<file path="src/rtl/mips_ctrl_pkg.sv">
// Shared encodings for the MIPS-lite multicycle controller: states, opcodes and mux select codes.
package mips_ctrl_pkg;

    localparam int unsigned STATE_W  = 4;
    localparam int unsigned OPCODE_W = 6;

    typedef enum logic [STATE_W-1:0] {
        S_FETCH  = 4'd0,
        S_DECODE = 4'd1,
        S_MEMADR = 4'd2,
        S_MEMRD  = 4'd3,
        S_MEMWB  = 4'd4,
        S_MEMWR  = 4'd5,
        S_EXEC   = 4'd6,
        S_RTWB   = 4'd7,
        S_BRANCH = 4'd8,
        S_ADDIEX = 4'd9,
        S_ADDIWB = 4'd10,
        S_JUMP   = 4'd11,
        S_HALT   = 4'd12
    } state_e;

    localparam logic [OPCODE_W-1:0] OP_RTYPE = 6'b000000;
    localparam logic [OPCODE_W-1:0] OP_LW    = 6'b100011;
    localparam logic [OPCODE_W-1:0] OP_SW    = 6'b101011;
    localparam logic [OPCODE_W-1:0] OP_BEQ   = 6'b000100;
    localparam logic [OPCODE_W-1:0] OP_ADDI  = 6'b001000;
    localparam logic [OPCODE_W-1:0] OP_J     = 6'b000010;

    localparam logic [1:0] ALUSRCB_RT    = 2'b00;
    localparam logic [1:0] ALUSRCB_FOUR  = 2'b01;
    localparam logic [1:0] ALUSRCB_IMM   = 2'b10;
    localparam logic [1:0] ALUSRCB_IMMSH = 2'b11;

    localparam logic [1:0] ALUOP_ADD   = 2'b00;
    localparam logic [1:0] ALUOP_SUB   = 2'b01;
    localparam logic [1:0] ALUOP_FUNCT = 2'b10;

    localparam logic [1:0] PCSRC_ALU    = 2'b00;
    localparam logic [1:0] PCSRC_ALUOUT = 2'b01;
    localparam logic [1:0] PCSRC_JUMP   = 2'b10;

endpackage

</file>
<file path="src/rtl/multicycle_control.sv">
// Multicycle control FSM for the MIPS-lite datapath: Moore decode per state, with the
// memory-state enables qualified by mem_ready and every output held low while reset is high.
module multicycle_control
    import mips_ctrl_pkg::*;
#(
    parameter int unsigned ILLEGAL_HALT = 1
) (
    input  logic                clk,
    input  logic                reset,
    input  logic [OPCODE_W-1:0] opcode,
    input  logic                mem_ready,
    output logic                pcwrite,
    output logic                pcwritecond,
    output logic                iord,
    output logic                memread,
    output logic                memwrite,
    output logic                irwrite,
    output logic                memtoreg,
    output logic                regdst,
    output logic                regwrite,
    output logic                alusrca,
    output logic [1:0]          alusrcb,
    output logic [1:0]          aluop,
    output logic [1:0]          pcsource,
    output logic [STATE_W-1:0]  state,
    output logic                halted
);

    state_e state_q, state_d;

    always_ff @(posedge clk) begin
        if (reset) state_q <= S_FETCH;
        else       state_q <= state_d;
    end

    // Next-state logic; opcode is consulted in DECODE and MEMADR only.
    always_comb begin
        state_d = S_FETCH;
        unique case (state_q)
            S_FETCH:  state_d = mem_ready ? S_DECODE : S_FETCH;
            S_DECODE: begin
                if      (opcode == OP_RTYPE)                    state_d = S_EXEC;
                else if (opcode == OP_LW || opcode == OP_SW)    state_d = S_MEMADR;
                else if (opcode == OP_BEQ)                      state_d = S_BRANCH;
                else if (opcode == OP_ADDI)                     state_d = S_ADDIEX;
                else if (opcode == OP_J)                        state_d = S_JUMP;
                else    state_d = (ILLEGAL_HALT != 0) ? S_HALT : S_FETCH;
            end
            S_MEMADR: state_d = (opcode == OP_SW) ? S_MEMWR : S_MEMRD;
            S_MEMRD:  state_d = mem_ready ? S_MEMWB : S_MEMRD;
            S_MEMWB:  state_d = S_FETCH;
            S_MEMWR:  state_d = mem_ready ? S_FETCH : S_MEMWR;
            S_EXEC:   state_d = S_RTWB;
            S_RTWB:   state_d = S_FETCH;
            S_BRANCH: state_d = S_FETCH;
            S_ADDIEX: state_d = S_ADDIWB;
            S_ADDIWB: state_d = S_FETCH;
            S_JUMP:   state_d = S_FETCH;
            S_HALT:   state_d = S_HALT;
            default:  state_d = S_FETCH;
        endcase
    end

    // Output decode; everything defaults low and reset suppresses any partial write.
    always_comb begin
        pcwrite     = 1'b0;
        pcwritecond = 1'b0;
        iord        = 1'b0;
        memread     = 1'b0;
        memwrite    = 1'b0;
        irwrite     = 1'b0;
        memtoreg    = 1'b0;
        regdst      = 1'b0;
        regwrite    = 1'b0;
        alusrca     = 1'b0;
        alusrcb     = ALUSRCB_RT;
        aluop       = ALUOP_ADD;
        pcsource    = PCSRC_ALU;
        halted      = 1'b0;
        if (!reset) begin
            unique case (state_q)
                S_FETCH: begin
                    memread = 1'b1;
                    alusrcb = ALUSRCB_FOUR;
                    irwrite = mem_ready;
                    pcwrite = mem_ready;
                end
                S_DECODE: alusrcb = ALUSRCB_IMMSH;
                S_MEMADR, S_ADDIEX: begin
                    alusrca = 1'b1;
                    alusrcb = ALUSRCB_IMM;
                end
                S_MEMRD: begin
                    memread = 1'b1;
                    iord    = 1'b1;
                end
                S_MEMWB: begin
                    memtoreg = 1'b1;
                    regwrite = 1'b1;
                end
                S_MEMWR: begin
                    memwrite = 1'b1;
                    iord     = 1'b1;
                end
                S_EXEC: begin
                    alusrca = 1'b1;
                    aluop   = ALUOP_FUNCT;
                end
                S_RTWB: begin
                    regdst   = 1'b1;
                    regwrite = 1'b1;
                end
                S_BRANCH: begin
                    alusrca     = 1'b1;
                    aluop       = ALUOP_SUB;
                    pcwritecond = 1'b1;
                    pcsource    = PCSRC_ALUOUT;
                end
                S_ADDIWB: regwrite = 1'b1;
                S_JUMP: begin
                    pcwrite  = 1'b1;
                    pcsource = PCSRC_JUMP;
                end
                S_HALT:  halted = 1'b1;
                default: ;
            endcase
        end
    end

    assign state = reset ? 4'd0 : state_q;

endmodule

</file>
<file path="config.mk">
export PLATFORM = sky130hd
export DESIGN_NAME = multicycle_control
export DESIGN_NICKNAME = d
export VERILOG_FILES = /design/src/rtl/mips_ctrl_pkg.sv /design/src/rtl/multicycle_control.sv
export SDC_FILE = /design/constraint.sdc
export NUM_CORES = 1
export LEC_CHECK = 0
export BUFFER_PORTS_ARGS = -buffer_cell sky130_fd_sc_hd__buf_4
export CAP_MARGIN = 25
export CORE_MARGIN = 1.5
export CORE_UTILIZATION = 40
export CTS_CLUSTER_DIAMETER = 50
export DETAILED_ROUTE_END_ITERATION = 10
export PLACE_DENSITY = 0.71
export SYNTH_ARGS = -nofsm -noshare
export SYNTH_HDL_FRONTEND = slang
export SYNTH_SLANG_ARGS = --single-unit
</file>
<file path="constraint.sdc">
create_clock -name clk -period 1.2 [get_ports clk]
set_input_delay 0.12 -clock clk [delete_from_list [all_inputs] [get_ports clk]]
set_output_delay 0.12 -clock clk [all_outputs]
set_load 0.01 [all_outputs]
</file>
==> impl_results.md, run 1 <==
- Status: stopped before the end
- Last stage reached: global routing
- Error: [ERROR DPL-0038] Utilization greater than 100%, impossible to legalize
- Worst slack at placement: -0.105 ns
- Port buffer count: 29
- Synth warn: 0
- Ys flop type: dfxtp_1
- Synthesized netlist cell count: 97
- Top Ports: 30
- Total clock sinks: 4
- GRT worst endpoint: iord
- Number of synthesized flops with an enable pin: 0
- Clk buf depth: 2
- Avg Inst Size Synth: 6.42 um^2
- H-Tree Depth: 1
- Async SR Flop Fraction: 0%
- CTS buffer count: 3
- Worst EP Category: output port
- Post-DP HPWL: 1.52 mm
- Starting Density: 41.8%
- Die Span Y: 42.5 um
- Row count: 14
- Synthesized area: 623 um^2
- Synthesized Nets: 106
- Clk Tree Root Cell: clkbuf_4
- GP Congestion: 0.859
- Post-synthesis register bit count: 4
- Sequential fraction of the synthesis area: 12.9%
- Die W: 42.5 um
- Largest net degree at the start of global routing: 13
- Synth cell types: 36
-- cells in the mapped netlist (3+ instances only) --
master | count | area (um^2)
a21oi_1 | 6 | 30.0
a31oi_1 | 3 | 18.8
and3_1 | 4 | 25.0
buf_2 | 4 | 20.0
dfxtp_1 | 4 | 80.1
nand2_1 | 7 | 26.3
nand2b_1 | 5 | 31.3
nand3_1 | 3 | 15.0
nor2_1 | 15 | 56.3
nor2b_1 | 4 | 25.0
nor3_1 | 7 | 35.0
nor4_1 | 3 | 18.8
o21ai_0 | 5 | 25.0
-- through the flow --
step | area (um^2) | hold WS [ns] | utilization [%] | cells
CTS | 1370 | 0.217 | 91.7 | 172
detailed placement | 985 | 0.454 | 66.1 | 153
global placement | 985 | 0.444 | 66.1 | 153
floorplan | 652 | 0.295 | - | 97
-- repair_timing --
item / CTS
gates resized for setup: 52
endpoints found under the setup margin: 25
pin swaps: 15
hold buffers: 0
setup buffers: 15
hold endpoints to repair: 0
cloned: 1
-- logic make-up after synthesis --
kind of cell / count (synthesis) / synth area share (%)
simple gates: 56 / 47.8
flops: 4 / 12.9
xor+xnor: 3 / 4.22
compound gates: 23 / 25.9
buf+inv: 11 / 9.24
==> run 2, diff against run 1 <==
CORE_AREA = 2 2 63 65   (was not set)
CORE_MARGIN = not set   (was 1.5)
CORE_UTILIZATION = not set   (was 40)
CTS_CLUSTER_DIAMETER = not set   (was 50)
DIE_AREA = 0 0 65 67   (was not set)
PLACE_DENSITY = not set   (was 0.71)
PLACE_DENSITY_LB_ADDON = 0.15   (was not set)
clock period = 1.56 ns   (was 1.2 ns; I/O delays follow)
==> impl_results.md, run 2 <==
- Hold Path Class: in -> reg
- Final wirelength: 2.12 mm
- CTS buffer count: 3
- Hold_ws: 0.270 ns
- Synthesized Nets: 106
- Die Span Y: 67 um
- Global-route wire length before repair: 3.50 mm
- Commonest non-fill, non-tap cells in the layout: buf_4, nor2_1, nand2_1, nor3_1
- Async SR Flop Fraction: 0%
- Share of layout cells above drive strength 1: 45.1%
- GP Congestion: 0.787
- Synthesized netlist cell count: 97
- Top delay family on crit path: simple AND/OR/NAND/NOR gates
- Synth top cells by count: nor2_1, nand2_1, nor3_1
- N_diodes: 0
- Grt total ovfl: 0
- Post-synthesis register bit count: 4
- Vias in the first global route: 745
- Drt pass-1 iters: 4
- Worst slack at placement: 0.116 ns
- Die W: 65 um
- Final setup slack of the worst path: 0.0895 ns
- Worst slew margin: 71.7%
- Hold-fix buffers, CTS: 0
- Cell with the most instances after synthesis: nor2_1
- Worst skew pair latency: 0.22 ns
- Iter 0 DRT Violations: 27
- DR WL/cell: 11.7 um
- Row count: 22
- MaxCap Viol Count: 0
- Crit Path Category: reg -> out
- CORE AREA: 0.00361 mm^2
- Antenna Nets Post-Route: 0
- Port buffer count: 29
- Max reg flops: 4
- Synth warn: 0
- Max Fclk: 0.680 GHz
- DR vias/cell: 4.61
- Pwr/cell area: 776 mW/mm^2
- Status: completed
- Clk buf depth: 2
- Setup violators final: 0
- Top flop regs: state_q: 4 flops
- Most flops, register: state_q
- Hold Violations, Final: 0
- Synth top area cells: dfxtp_1, nor2_1, nor3_1
- Critical Path Fanout Max: 9
- Vias: 834
- Ys flop type: dfxtp_1
- Commonest non-fill, non-tap cell in the layout: buf_4
- Skew final: 0.0000899 ns
- Critical-path cell list: buf_4 > or3_4 > nor2_2 > buf_4
- Sequential fraction of the synthesis area: 12.9%
- Leading area contributor after synthesis: dfxtp_1
- Req. time, crit path: 1.40 ns
- R2r setup slk: 0.19 ns
- Post-DP HPWL: 1.64 mm
- Leakage: 0.436 nW
- Clock transition at path regs: 0.03 ns
- Die ar.: 0.00436 mm^2
- Worst path slowest cell: dfxtp_4
- Starting Density: 17.3%
- Synth cell types: 36
- Initial antenna violation count: 0
- Synthesized area: 623 um^2
- Maximum vdd ir drop: 0.266 mV
- Clk Tree Root Cell: clkbuf_8
- Final Max Slew Viols: 0
- Most Frequent Cell on Critical Path: buf_4
- CTS tree: done
- Crit path largest cell delay: 0.36 ns
- Fin nets: 144
- Crit share post-route: 94.3%
- Post-route core utilization: 28.6%
- Post-route minimum period: 1.47 ns
- Largest net degree at the start of global routing: 17
- GRT Total Usage: 10.3%
- Slew @ Worst Pin: 0.422 ns
- Avg Inst Size Synth: 6.42 um^2
- Crit start category: register
- Design Power: 0.800 mW
- Worst setup EP type: output port
- Residual DRC count: 0
- Number of synthesized flops with an enable pin: 0
- Top Ports: 30
- CP Buf/Inv Count: 2
- Layout area overhead: 65.5%
- Total clock sinks: 4
- Worst EP arrival: 1.31 ns
- Share of the synthesized area in the top cell type: 12.9%
- H-Tree Depth: 1
[run 2: final timing paths]
| kind | from | end | cells past startpoint |
|---|---|---|---|
| min reg2reg | state_q[1] | state_q[3] | 2 |
| min | opcode[5] | state_q[0] | 4 |
| max | state_q[3] | irwrite | 4 |
| max reg2reg | state_q[1] | state_q[2] | 5 |
[run 2: timing repair]
action,in CTS,in global routing
endpoints found under the setup margin,12,8
buffers inserted,0,4
gates cloned,0,0
resized for setup,5,8
pin swaps,0,2
[run 2: cells by family (layout without fill, tap and decap cells)]
logic type	count (synthesis)	after routing	share of synthesized area, %
buffers and inverters	11	47	9.24
flip-flops	4	4	12.9
XOR/XNOR	3	3	4.22
AO/OA/AOI/OAI	23	23	25.9
AND/OR/NAND/NOR	56	56	47.8
[run 2: worst min-delay path: stages]
cell,delay (ns)
buf_4,0.11
nor3_1,0.05
nand2_1,0.06
a21oi_1,0.06
[run 2: through the flow]
step,area [um^2],setup TNS (ns),std cells
after floorplan,623,0,97
after global placement,927,0,174
after detailed placement,927,0,174
after CTS,981,0,177
after global routing,1030,-0.00226,181
final,1030,0,181
[run 2: final cells by class]
type	count	area [um^2]
fillers	403	2570
multi-input cells	82	510
repair buffers	41	320
flip-flops and latches	4	87.6
well taps	48	60.1
clock buffers	3	41.3
inverters	3	11.3
[run 2: power by group]
| group | total, mW | switching (mW) | internal [mW] |
|---|---|---|---|
| logic | 0.434 | 0.216 | 0.218 |
| clock network | 0.215 | 0.0507 | 0.164 |
| registers | 0.151 | 0.0297 | 0.122 |
[run 2: layer usage]
layer	up-vias	track usage (%)	part of all wire, %
met5	-	0	0
met2	29	15.7	42
met4	0	3.99	1.6
li1	422	-	-
met3	4	1.86	4.9
met1	379	14.2	51
Power figures use the tool's default switching activity.
